**src/rtl/mem_8192x64_ctrl.sv**
```systemverilog
// Request/response front-end for the mem_8192x64 single-port SRAM macro.
// Issues one request per cycle and returns read data in order through a credit-guarded FIFO.
module mem_8192x64_ctrl #(
  parameter int ADDR_W     = 13,
  parameter int DATA_W     = 64,
  parameter int MASK_W     = 8,
  parameter int RESP_DEPTH = 2
) (
  input  logic                          clock,
  input  logic                          reset,
  input  logic                          req_valid,
  output logic                          req_ready,
  input  logic [ADDR_W-1:0]             req_bits_addr,
  input  logic                          req_bits_write,
  input  logic [DATA_W-1:0]             req_bits_data,
  input  logic [MASK_W-1:0]             req_bits_mask,
  output logic                          resp_valid,
  input  logic                          resp_ready,
  output logic [DATA_W-1:0]             resp_bits_data,
  output logic [ADDR_W-1:0]             mem_addr,
  output logic                          mem_en,
  output logic                          mem_wmode,
  output logic [DATA_W-1:0]             mem_wdata,
  output logic [MASK_W-1:0]             mem_wmask,
  input  logic [DATA_W-1:0]             mem_rdata,
  output logic [$clog2(RESP_DEPTH):0]   outstanding
);

  localparam int PTR_W = (RESP_DEPTH > 1) ? $clog2(RESP_DEPTH) : 1;
  localparam int OCC_W = $clog2(RESP_DEPTH) + 1;

  logic [DATA_W-1:0] buf_q [RESP_DEPTH];
  logic [PTR_W-1:0]  wr_ptr_q, wr_ptr_d;
  logic [PTR_W-1:0]  rd_ptr_q, rd_ptr_d;
  logic [OCC_W-1:0]  occ_q, occ_d;
  logic              inflight_q, inflight_d;
  logic              fire, deq, push;
  logic [OCC_W:0]    credit;

  function automatic logic [PTR_W-1:0] next_ptr(input logic [PTR_W-1:0] p);
    return (p == PTR_W'(RESP_DEPTH - 1)) ? '0 : p + PTR_W'(1);
  endfunction

  always_comb begin
    resp_valid = (occ_q != '0);
    deq        = resp_valid & resp_ready;
    // Slots still claimed once this cycle's dequeue leaves; writes are throttled the same way.
    credit     = {1'b0, occ_q} + (OCC_W+1)'(inflight_q) - (OCC_W+1)'(deq);
    req_ready  = ~reset & (credit < (OCC_W+1)'(RESP_DEPTH));
    fire       = req_valid & req_ready;
    push       = inflight_q;

    inflight_d = fire & ~req_bits_write;
    occ_d      = occ_q + OCC_W'(push) - OCC_W'(deq);
    wr_ptr_d   = push ? next_ptr(wr_ptr_q) : wr_ptr_q;
    rd_ptr_d   = deq  ? next_ptr(rd_ptr_q) : rd_ptr_q;

    mem_en     = fire;
    mem_wmode  = req_bits_write;
    mem_addr   = req_bits_addr;
    mem_wdata  = req_bits_data;
    mem_wmask  = req_bits_write ? req_bits_mask : '0;

    outstanding    = occ_q + OCC_W'(inflight_q);
    resp_bits_data = buf_q[rd_ptr_q];
  end

  always_ff @(posedge clock) begin
    if (reset) begin
      occ_q      <= '0;
      wr_ptr_q   <= '0;
      rd_ptr_q   <= '0;
      inflight_q <= 1'b0;
    end else begin
      occ_q      <= occ_d;
      wr_ptr_q   <= wr_ptr_d;
      rd_ptr_q   <= rd_ptr_d;
      inflight_q <= inflight_d;
    end
  end

  // Storage is deliberately not reset; a read in flight across reset is dropped by the push gating.
  always_ff @(posedge clock) begin
    if (!reset && push) buf_q[wr_ptr_q] <= mem_rdata;
  end

endmodule

```
**config.mk**
```make
export PLATFORM = sky130hd
export DESIGN_NAME = mem_8192x64_ctrl
export DESIGN_NICKNAME = d
export VERILOG_FILES = /design/src/rtl/mem_8192x64_ctrl.sv
export SDC_FILE = /design/constraint.sdc
export NUM_CORES = 1
export LEC_CHECK = 0
export BUFFER_PORTS_ARGS = -buffer_cell sky130_fd_sc_hd__buf_4
export CAP_MARGIN = 20
export CORE_AREA = 2 2 122 124
export CTS_CLUSTER_DIAMETER = 30
export CTS_CLUSTER_SIZE = 16
export DETAILED_ROUTE_END_ITERATION = 10
export DIE_AREA = 0 0 124 126
export PLACE_DENSITY = 0.75
export SYNTH_ARGS = -nofsm -noshare
export SYNTH_HDL_FRONTEND = slang
export SYNTH_SLANG_ARGS = --single-unit
```
**constraint.sdc**
```tcl
create_clock -name clock -period 8.7 [get_ports clock]
set_input_delay 1.74 -clock clock [delete_from_list [all_inputs] [get_ports clock]]
set_output_delay 1.74 -clock clock [all_outputs]
set_load 0.005 [all_outputs]
```
==> flow_summary.toml, run 1 <==
[timing]
worst_slack_ns = 3.71
clock_skew_ns = 0.00846
hold_ws_ns = 0.512
finalMaxSlewViolations = 0
rsz0062_at_grt = "no"
finalHoldViolCount = 0
setup_violations = 0
fin_crit_sh = 0.574
worst_pin_slew_ns = 0.754
tns_ns = 0
fmax_ghz = 0.200
final.min_clock_period_ns = 4.99
max-slew-margin-rel = 0.497

[cts]
root_buffer = "clkbuf_16"
cts_buffer_depth = 2
clk_pin_slew_worst_paths_ns = 0.06
tritoncts = "done"
cts_buffers = 17
clock_sinks = 134
clk_latency_ns = 0.40
cts_setup_buffers = 0
cts_resized = 0
htree_levels = 4
ctsHoldBuffers = 0

[critical_path]
cpPeakStageDelay_ns = 0.41
cp.arrival_ns = 3.25
worstSetupPathType = "in2out"
start_kind = "primary input"
crit_path_top_delay_cell = "fa_1"
crit_chain = "buf_4 > o21ai_1 > nor2_1 > fa_1 > xor2_1 > nor3b_2 > and2_1 > buf_4"
worstPathRequired_ns = 6.96
r2r_slack_ns = 6.59
critPathMaxFanout = 4
cpMostUsedCell = "buf_4"
worst_setup_path_end_kind = "output pin"

[pwr]
combPwrFrac = 0.173
p_sw_uw = 404
peakVddDrop_v = 0.000122
clock_power_share = 0.403
p_sw_frac = 0.224
power_density_mw_per_mm2 = 259
p_leak_nw = 2.63
seqPwrFrac = 0.423
internal_power_mw = 1.40

[route]
drt-total-wl_mm = 12.8
drc = 0
drt_iter0_drc = 143
viasPerCell = 4.68
ant_nets = 0
vias = 2841
drt_first_pass_iters = 4
post_drt_wl_per_cell_um = 21.0

[layout]
nets = 566
drive_gt1_frac = 0.610
stdcell_area_mm2 = 0.00698
antennaDiodeCount = 0
area_delta_synth_final_pct = 25.2

[synth]
netlist_area_mm2 = 0.00558
ys_seq_elements = 134
avgSynthCellArea_um2 = 17.5
yosysWarnings = 0
yosysSeqAreaShare = 0.710
synth_top_area_cell = "edfxtp_1"
synth_top_area_share = 0.689
netlist_instances = 319
syn_nets = 475
yosys-top-cells-area = "edfxtp_1 69%, mux2_2 13%, buf_4 11%, dfxtp_1 2.2%, and2_1 1.0%"
synth_cell_types = 23

[place]
postPlaceCellArea_mm2 = 0.00636
hpwl_mm = 9.50
io_buffers = 154
gp_congestion = 0.776
dp_slack_ns = 3.66

[grt]
grt_antenna_before_repair = 0
grt_usage = 0.157
grt_start_max_net_pins = 39
grt-ovfl-total = 0
grt_pass1_wl_mm = 17.4
grt_pass1_vias = 2889

[floorplanning]
num_rows = 44
fp.dieW_um = 124
start_util = 0.390
die_h_um = 126
core_area_mm2 = 0.0143
ios = 309
dieArea_mm2 = 0.0156

[flow_run]
cap_violations = 0

[outcome]
status = "complete, no violations"

[worst_hold_path]
hold_path.class = "reg2reg"
through the flow:
| step | std cells | power, mW | utilization |
|---|---|---|---|
| final | 607 | 1.81 | 0.488 |
| after global routing | 607 | 1.88 | 0.488 |
| after CTS | 607 | 1.83 | 0.488 |
| after detailed placement | 575 | 1.10 | 0.445 |
| after global placement | 575 | 1.09 | 0.445 |
| after floorplan | 319 | 0.959 | - |
cells in the final DEF (no fill, tap or decap), types with 2 or more instances in the layout:
cell	n
nor3b_2	2
xor2_1	5
and2_1	9
clkinv_2	2
buf_4	158
dfxtp_1	5
edfxtp_1	128
clkinv_4	2
mux2_2	64
clkinvlp_4	3
bufinv_16	3
clkbuf_8	3
nor2_1	6
clkbuf_16	17
final cells by class:
class | instances | area [µm²]
flip-flops and latches | 134 | 3970
well taps | 184 | 230
fillers | 1214 | 7330
clock inverters | 11 | 149
repair buffers | 158 | 1190
clock buffers | 21 | 470
multi-input cells | 99 | 982
power groups by stage:
stage          clock network [mW]  registers (mW)  logic (mW)
6_report                    0.729           0.765       0.313
3_5_place_dp                    0           0.779       0.318
3_3_place_gp                    0           0.777       0.316
4_1_cts                     0.746           0.765       0.320
2_1_floorplan                   0           0.763       0.197
5_1_grt                     0.772           0.769       0.338
state kept, by name, indices dropped and copies added, names as in the netlist, named ones only:
name,count
wr_ptr_q,1
occ_q,2
inflight_q,1
buf_q,128
rd_ptr_q,1
critical path, delay by kind of cell:
family | cells | cell delay, ns
compound gates | 1 | 0.17
buf+inv | 2 | 0.23
fa+ha+maj | 1 | 0.41
simple gates | 3 | 0.53
xor+xnor | 1 | 0.16
Yosys cell counts, drive strengths merged:
cell,instances
o21ai,1
a21oi,1
nand2b,1
nor2b,1
xnor2,1
xor2,5
fa,1
clkbuf,1
nor2,6
buf,85
and2,9
mux2,65
and3b,2
ha,1
nand2,1
dfxtp,6
nor4bb,1
nor3b,2
or2,1
edfxtp,128
final timing paths:
kind | from | endpoint | cells after the start
setup / recovery | resp_ready | mem_en | 8
hold / removal | rd_ptr_q$_SDFFE_PP0P_ | register | 2
setup reg to reg | inflight_q$_SDFF_PP0_ | buf_q[1][54]$_DFFE_PP_ | 2
hold reg to reg | rd_ptr_q$_SDFFE_PP0P_ | register | 2
logic make-up after synthesis:
kind of cell    synth area share
compound gates           0.00179
xor+xnor                 0.00942
fa+ha+maj                0.00583
buf+inv                    0.115
flops                      0.710
mux                        0.131
simple gates              0.0267
layer usage:
layer  global-route usage  vias up  share of wire
met3                0.110       29           0.14
met2                0.263      163           0.51
met5                    0        -              0
li1                     -     1279              -
met4               0.0529        0          0.013
met1                0.153     1370           0.34
Note: power is estimated with default switching activity, not from simulation.
==> inputs of run 2 (changes only) <==
--- a/config.mk
+++ b/config.mk
@@ -7,12 +7,11 @@
 export LEC_CHECK = 0
 export BUFFER_PORTS_ARGS = -buffer_cell sky130_fd_sc_hd__buf_4
 export CAP_MARGIN = 20
-export CORE_AREA = 2 2 122 124
+export CORE_UTILIZATION = 40
 export CTS_CLUSTER_DIAMETER = 30
 export CTS_CLUSTER_SIZE = 16
 export DETAILED_ROUTE_END_ITERATION = 10
-export DIE_AREA = 0 0 124 126
-export PLACE_DENSITY = 0.75
+export PLACE_DENSITY = 0.79
 export SYNTH_ARGS = -nofsm -noshare
 export SYNTH_HDL_FRONTEND = slang
 export SYNTH_SLANG_ARGS = --single-unit
==> constraint.sdc (replaced) <==
create_clock -name clock -period 4.4 [get_ports clock]
set_input_delay 0.88 -clock clock [delete_from_list [all_inputs] [get_ports clock]]
set_output_delay 0.88 -clock clock [all_outputs]
set_load 0.005 [all_outputs]
==> run 2 against run 1 <==
Against the previous run: sequential power rose by 97%; combinational power grew 96%; worst hold slack improved by 0.037 ns; register-to-register slack got worse by 4.0 ns; final area increased by 0.99%; flip-flop and latch count stayed put; sequential share of layout area shrank 0.55 points; wire length down 3.1%; clock power increased by 120%; critical path type unchanged; largest cell class unchanged; largest power group is now the clock network.
==> flow_summary.toml, run 2 (same netlist as run 1, synthesis figures left out) <==
[place]
hpwl_mm = 9.31
postPlaceCellArea_mm2 = 0.00637
dp_cells = 568
io_buffers = 154
gp_congestion = 0.775
dp_slack_ns = 1.15

[critical_path]
reg2reg_to = "inflight_q$_SDFF_PP0_"
critPathMaxFanout = 4
r2r_slack_ns = 2.56
reg2reg_depth = 6
start_kind = "primary input"
worstSetupPathType = "in2out"
r2r_start = "occ_q[1]$_SDFF_PP0_"
worst_setup_path_end_kind = "output pin"
cp.arrival_ns = 2.35
worstPathRequired_ns = 3.52

[timing]
worst_slack_ns = 1.17
clock_skew_ns = 0.00962
fin_crit_sh = 0.735
max-slew-margin-rel = 0.437
finalHoldViolCount = 0
hold_ws_ns = 0.548
setup_violations = 0
rsz0062_at_grt = "no"
tns_ns = 0
finalMaxSlewViolations = 0
worst_pin_slew_ns = 0.845
final.min_clock_period_ns = 3.23
fmax_ghz = 0.309

[floorplanning]
dieArea_mm2 = 0.0144
die_h_um = 120
num_rows = 42
ios = 309
core_area_mm2 = 0.0134
fp.dieW_um = 120
start_util = 0.416

[route]
viasPerCell = 4.76
post_drt_wl_per_cell_um = 20.6
ant_nets = 0
drc = 0
vias = 2853
drt-total-wl_mm = 12.4
drt_first_pass_iters = 4
drt_iter0_drc = 154

[outcome]
status = "complete, no violations"

[layout]
area_delta_synth_final_pct = 26.4
instances_no_fill = 600
reg.largest.list = "buf_q x128, occ_q x2"
final_cell_mix = "159 x buf_4, 128 x edfxtp_1, 64 x mux2_2"
final_common_cell = "buf_4"
stdcell_area_mm2 = 0.00705
antennaDiodeCount = 0
drive_gt1_frac = 0.608
largest_reg_flops = 128
regMostFlops = "buf_q"
nets = 567
final_util = 0.526

[pwr]
clock_power_share = 0.431
p_leak_nw = 2.67
power_density_mw_per_mm2 = 530
p_total_mw = 3.74
internal_power_mw = 2.96
p_sw_uw = 780
seqPwrFrac = 0.405
p_sw_frac = 0.209
combPwrFrac = 0.164
peakVddDrop_v = 0.000259

[cts]
cts_buffers = 17
cts_setup_buffers = 0
clock_sinks = 134
htree_levels = 4
tritoncts = "done"
clk_latency_ns = 0.40
cts_resized = 0
cts_buffer_depth = 2
ctsHoldBuffers = 0
clk_pin_slew_worst_paths_ns = 0.06
root_buffer = "clkbuf_16"

[grt]
grt_start_max_net_pins = 65
grt_pass1_vias = 2996
grt_usage = 0.177
grt-ovfl-total = 0
grt_pass1_wl_mm = 17.9
grt_antenna_before_repair = 0

[worst_hold_path]
whs_path_depth = 2
min_from = "rd_ptr_q$_SDFFE_PP0P_"
hold_end = "rd_ptr_q$_SDFFE_PP0P_"
hold_path.class = "reg2reg"

[flow_run]
cap_violations = 0
-- run 2: cell types whose count changed in the layout (fill, tap and decap cells not counted) --
cell / change
clkinv_2: +1
clkinv_4: +1
clkinv_1: +1
nor3b_4: +1
bufinv_16: +4
inv_6: -1
nor3b_2: -1
buf_4: +1
clkinvlp_4: -3
clkbuf_8: -3
-- run 2: cell type report --
class / count / area (µm²)
fillers: 1110 / 6350
flip-flops and latches: 134 / 3970
repair buffers: 159 / 1190
multi-input cells: 99 / 988
clock buffers: 18 / 429
clock inverters: 14 / 255
well taps: 176 / 220
-- run 2: critical path, cell delays in order --
cell     delay (ns)
buf_4          0.13
o21ai_1        0.17
nor2_1         0.10
fa_1           0.41
xor2_1         0.16
nor3b_2        0.23
and2_1         0.16
buf_4          0.11
-- run 2: worst max-delay path by stage --
| stage | start | endpoint | slack (ns) | depth (start not counted) |
|---|---|---|---|---|
| 3_5_place_dp | resp_ready | mem_en | 1.15 | 8 |
| 3_3_place_gp | resp_ready | mem_en | 1.21 | 8 |
| 5_1_grt | resp_ready | mem_en | 1.07 | 8 |
| 2_1_floorplan | reset | buf_q[0][0]$_DFFE_PP_ | 0.34 | 2 |
| 4_1_cts | resp_ready | mem_en | 1.14 | 8 |
| 6_report | resp_ready | mem_en | 1.17 | 8 |
-- run 2: power by group through the flow --
stage | Clock (mW) | Sequential, mW | Combinational [mW]
5_1_grt | 1.70 | 1.52 | 0.660
3_3_place_gp | 0 | 1.54 | 0.606
6_report | 1.61 | 1.51 | 0.612
2_1_floorplan | 0 | 1.50 | 0.389
3_5_place_dp | 0 | 1.54 | 0.621
4_1_cts | 1.64 | 1.52 | 0.624
-- run 2: per-layer routing --
| metal | track usage | vias to the layer above | share of wire |
|---|---|---|---|
| met5 | 0.0404 | - | 0.0059 |
| met4 | 0.0969 | 2 | 0.035 |
| met3 | 0.0955 | 35 | 0.11 |
| met2 | 0.305 | 155 | 0.53 |
| met1 | 0.161 | 1384 | 0.32 |
| li1 | - | 1277 | - |
==> inputs of run 3 (changes only) <==
==> constraint.sdc (replaced) <==
create_clock -name clock -period 2.8 [get_ports clock]
set_input_delay 0.56 -clock clock [delete_from_list [all_inputs] [get_ports clock]]
set_output_delay 0.56 -clock clock [all_outputs]
set_load 0.005 [all_outputs]
==> run 3 against run 2 <==
Against the previous run: register-to-register slack lost 1.4 ns; final area fell by 1.3%; via count is 1.0% higher; sequential share of layout area is 0.78 points higher; sequential power up 55%; largest power group is now registers; critical endpoint unchanged.
==> flow_summary.toml, run 3 (same netlist as run 1, synthesis figures left out) <==
[outcome]
status = "complete, no violations"

[cts]
root_buffer = "clkbuf_16"
cts_buffers = 17
ctsHoldBuffers = 0
cts_buffer_depth = 2
tritoncts = "done"
clock_sinks = 134
clk_pin_slew_worst_paths_ns = 0.06
clk_latency_ns = 0.40
htree_levels = 4

[layout]
antennaDiodeCount = 0
reg.largest.list = "buf_q x128, occ_q x2"
largest_reg_flops = 128
final_util = 0.519
final_cell_mix = "157 x buf_4, 128 x edfxtp_1, 64 x mux2_2"
regMostFlops = "buf_q"
instances_no_fill = 599
drive_gt1_frac = 0.610
final_common_cell = "buf_4"
stdcell_area_mm2 = 0.00696
nets = 567
area_delta_synth_final_pct = 24.7

[floorplanning]
num_rows = 42
dieArea_mm2 = 0.0144
fp.dieW_um = 120
start_util = 0.416
ios = 309
core_area_mm2 = 0.0134
die_h_um = 120

[timing]
hold_ws_ns = 0.343
clock_skew_ns = 0.00927
final.min_clock_period_ns = 2.65
rsz0062_at_grt = "no"
worst_pin_slew_ns = 0.560
fmax_ghz = 0.377
tns_ns = 0
setup_violations = 0
fin_crit_sh = 0.948
finalMaxSlewViolations = 0
max-slew-margin-rel = 0.627
finalHoldViolCount = 0

[grt]
grt_pass1_vias = 2917
grt_usage = 0.184
grt-ovfl-total = 0
grt_pass1_wl_mm = 18.5
grt_start_max_net_pins = 65
grt_antenna_before_repair = 0

[critical_path]
reg2reg_depth = 6
start_kind = "register"
cp-startpoint = "inflight_q$_SDFF_PP0_"
worstSetupPathType = "reg2out"
cp.arrival_ns = 2.09
critPathMaxFanout = 6
r2r_start = "inflight_q$_SDFF_PP0_"
worst_setup_path_end_kind = "output pin"
r2r_slack_ns = 1.16
crit_end = "mem_en"
worstPathRequired_ns = 2.24
reg2reg_to = "inflight_q$_SDFF_PP0_"

[worst_hold_path]
hold_path.class = "in2reg"

[route]
drt_first_pass_iters = 4
ant_nets = 0
drt_iter0_drc = 157
drt-total-wl_mm = 13.4
vias = 2882
viasPerCell = 4.81
drc = 0
post_drt_wl_per_cell_um = 22.4

[pwr]
p_leak_nw = 2.60
peakVddDrop_v = 0.000378
power_density_mw_per_mm2 = 780

[flow_run]
cap_violations = 0

[place]
io_buffers = 154
hpwl_mm = 10.1
gp_congestion = 0.796
postPlaceCellArea_mm2 = 0.00638
dp_cells = 567
run 3: power by group:
group | switching (mW) | internal [mW]
sequential | 0.0433 | 2.29
combinational | 0.409 | 0.611
clock | 0.780 | 1.29
total | 1.23 | 4.20
run 3: area by class of cell:
class / count / area (µm²)
tap: 176 / 220
timing repair buffer: 159 / 1220
multi-input combinational: 99 / 992
fill: 1097 / 6440
sequential: 134 / 3970
clock buffer: 17 / 425
clock inverter: 14 / 135
run 3: what timing repair did:
action | CTS | global route
setup buffers | 1 | 0
pin swaps | 1 | 0
gates resized for setup | 1 | 2
endpoints found under the setup margin | 1 | 1
run 3: stage by stage:
step           power (mW)  setup WS (ns)
4_1_cts              5.48         0.0279
3_5_place_dp         3.40          0.156
2_1_floorplan        2.98       -0.00633
6_report             5.43          0.147
5_1_grt              5.64         0.0363
3_3_place_gp         3.37          0.237
run 3: worst min-delay path by stage:
stage / startpoint / endpoint / slack (ns) / cells after the start
global placement: rd_ptr_q$_SDFFE_PP0P_ / rd_ptr_q$_SDFFE_PP0P_ / 0.50 / 2
finish: mem_rdata[37] / buf_q[1][37]$_DFFE_PP_ / 0.34 / 1
CTS: mem_rdata[37] / buf_q[1][37]$_DFFE_PP_ / 0.32 / 1
floorplan: rd_ptr_q$_SDFFE_PP0P_ / register / 0.47 / 2
detailed placement: rd_ptr_q$_SDFFE_PP0P_ / register / 0.52 / 2
global route: mem_rdata[37] / buf_q[1][37]$_DFFE_PP_ / 0.32 / 1
run 3: per-layer routing:
layer  track usage  routed length [µm]  part of all wire  up-vias
met2         0.300                6710              0.50      186
li1              -                   -                 -     1277
met3         0.160                2550              0.19       29
met4        0.0859                 368             0.027        0
met5             0                   0                 0        -
met1         0.153                3810              0.28     1390
run 3: worst max-delay path: stages, from the launching register on:
cell and delay [ns]:
dfxtp_2 0.39, xor2_1 0.15, nand2_1 0.09, fa_1 0.39, xor2_1 0.16, nor3b_2 0.23, and2_1 0.18, buf_4 0.11
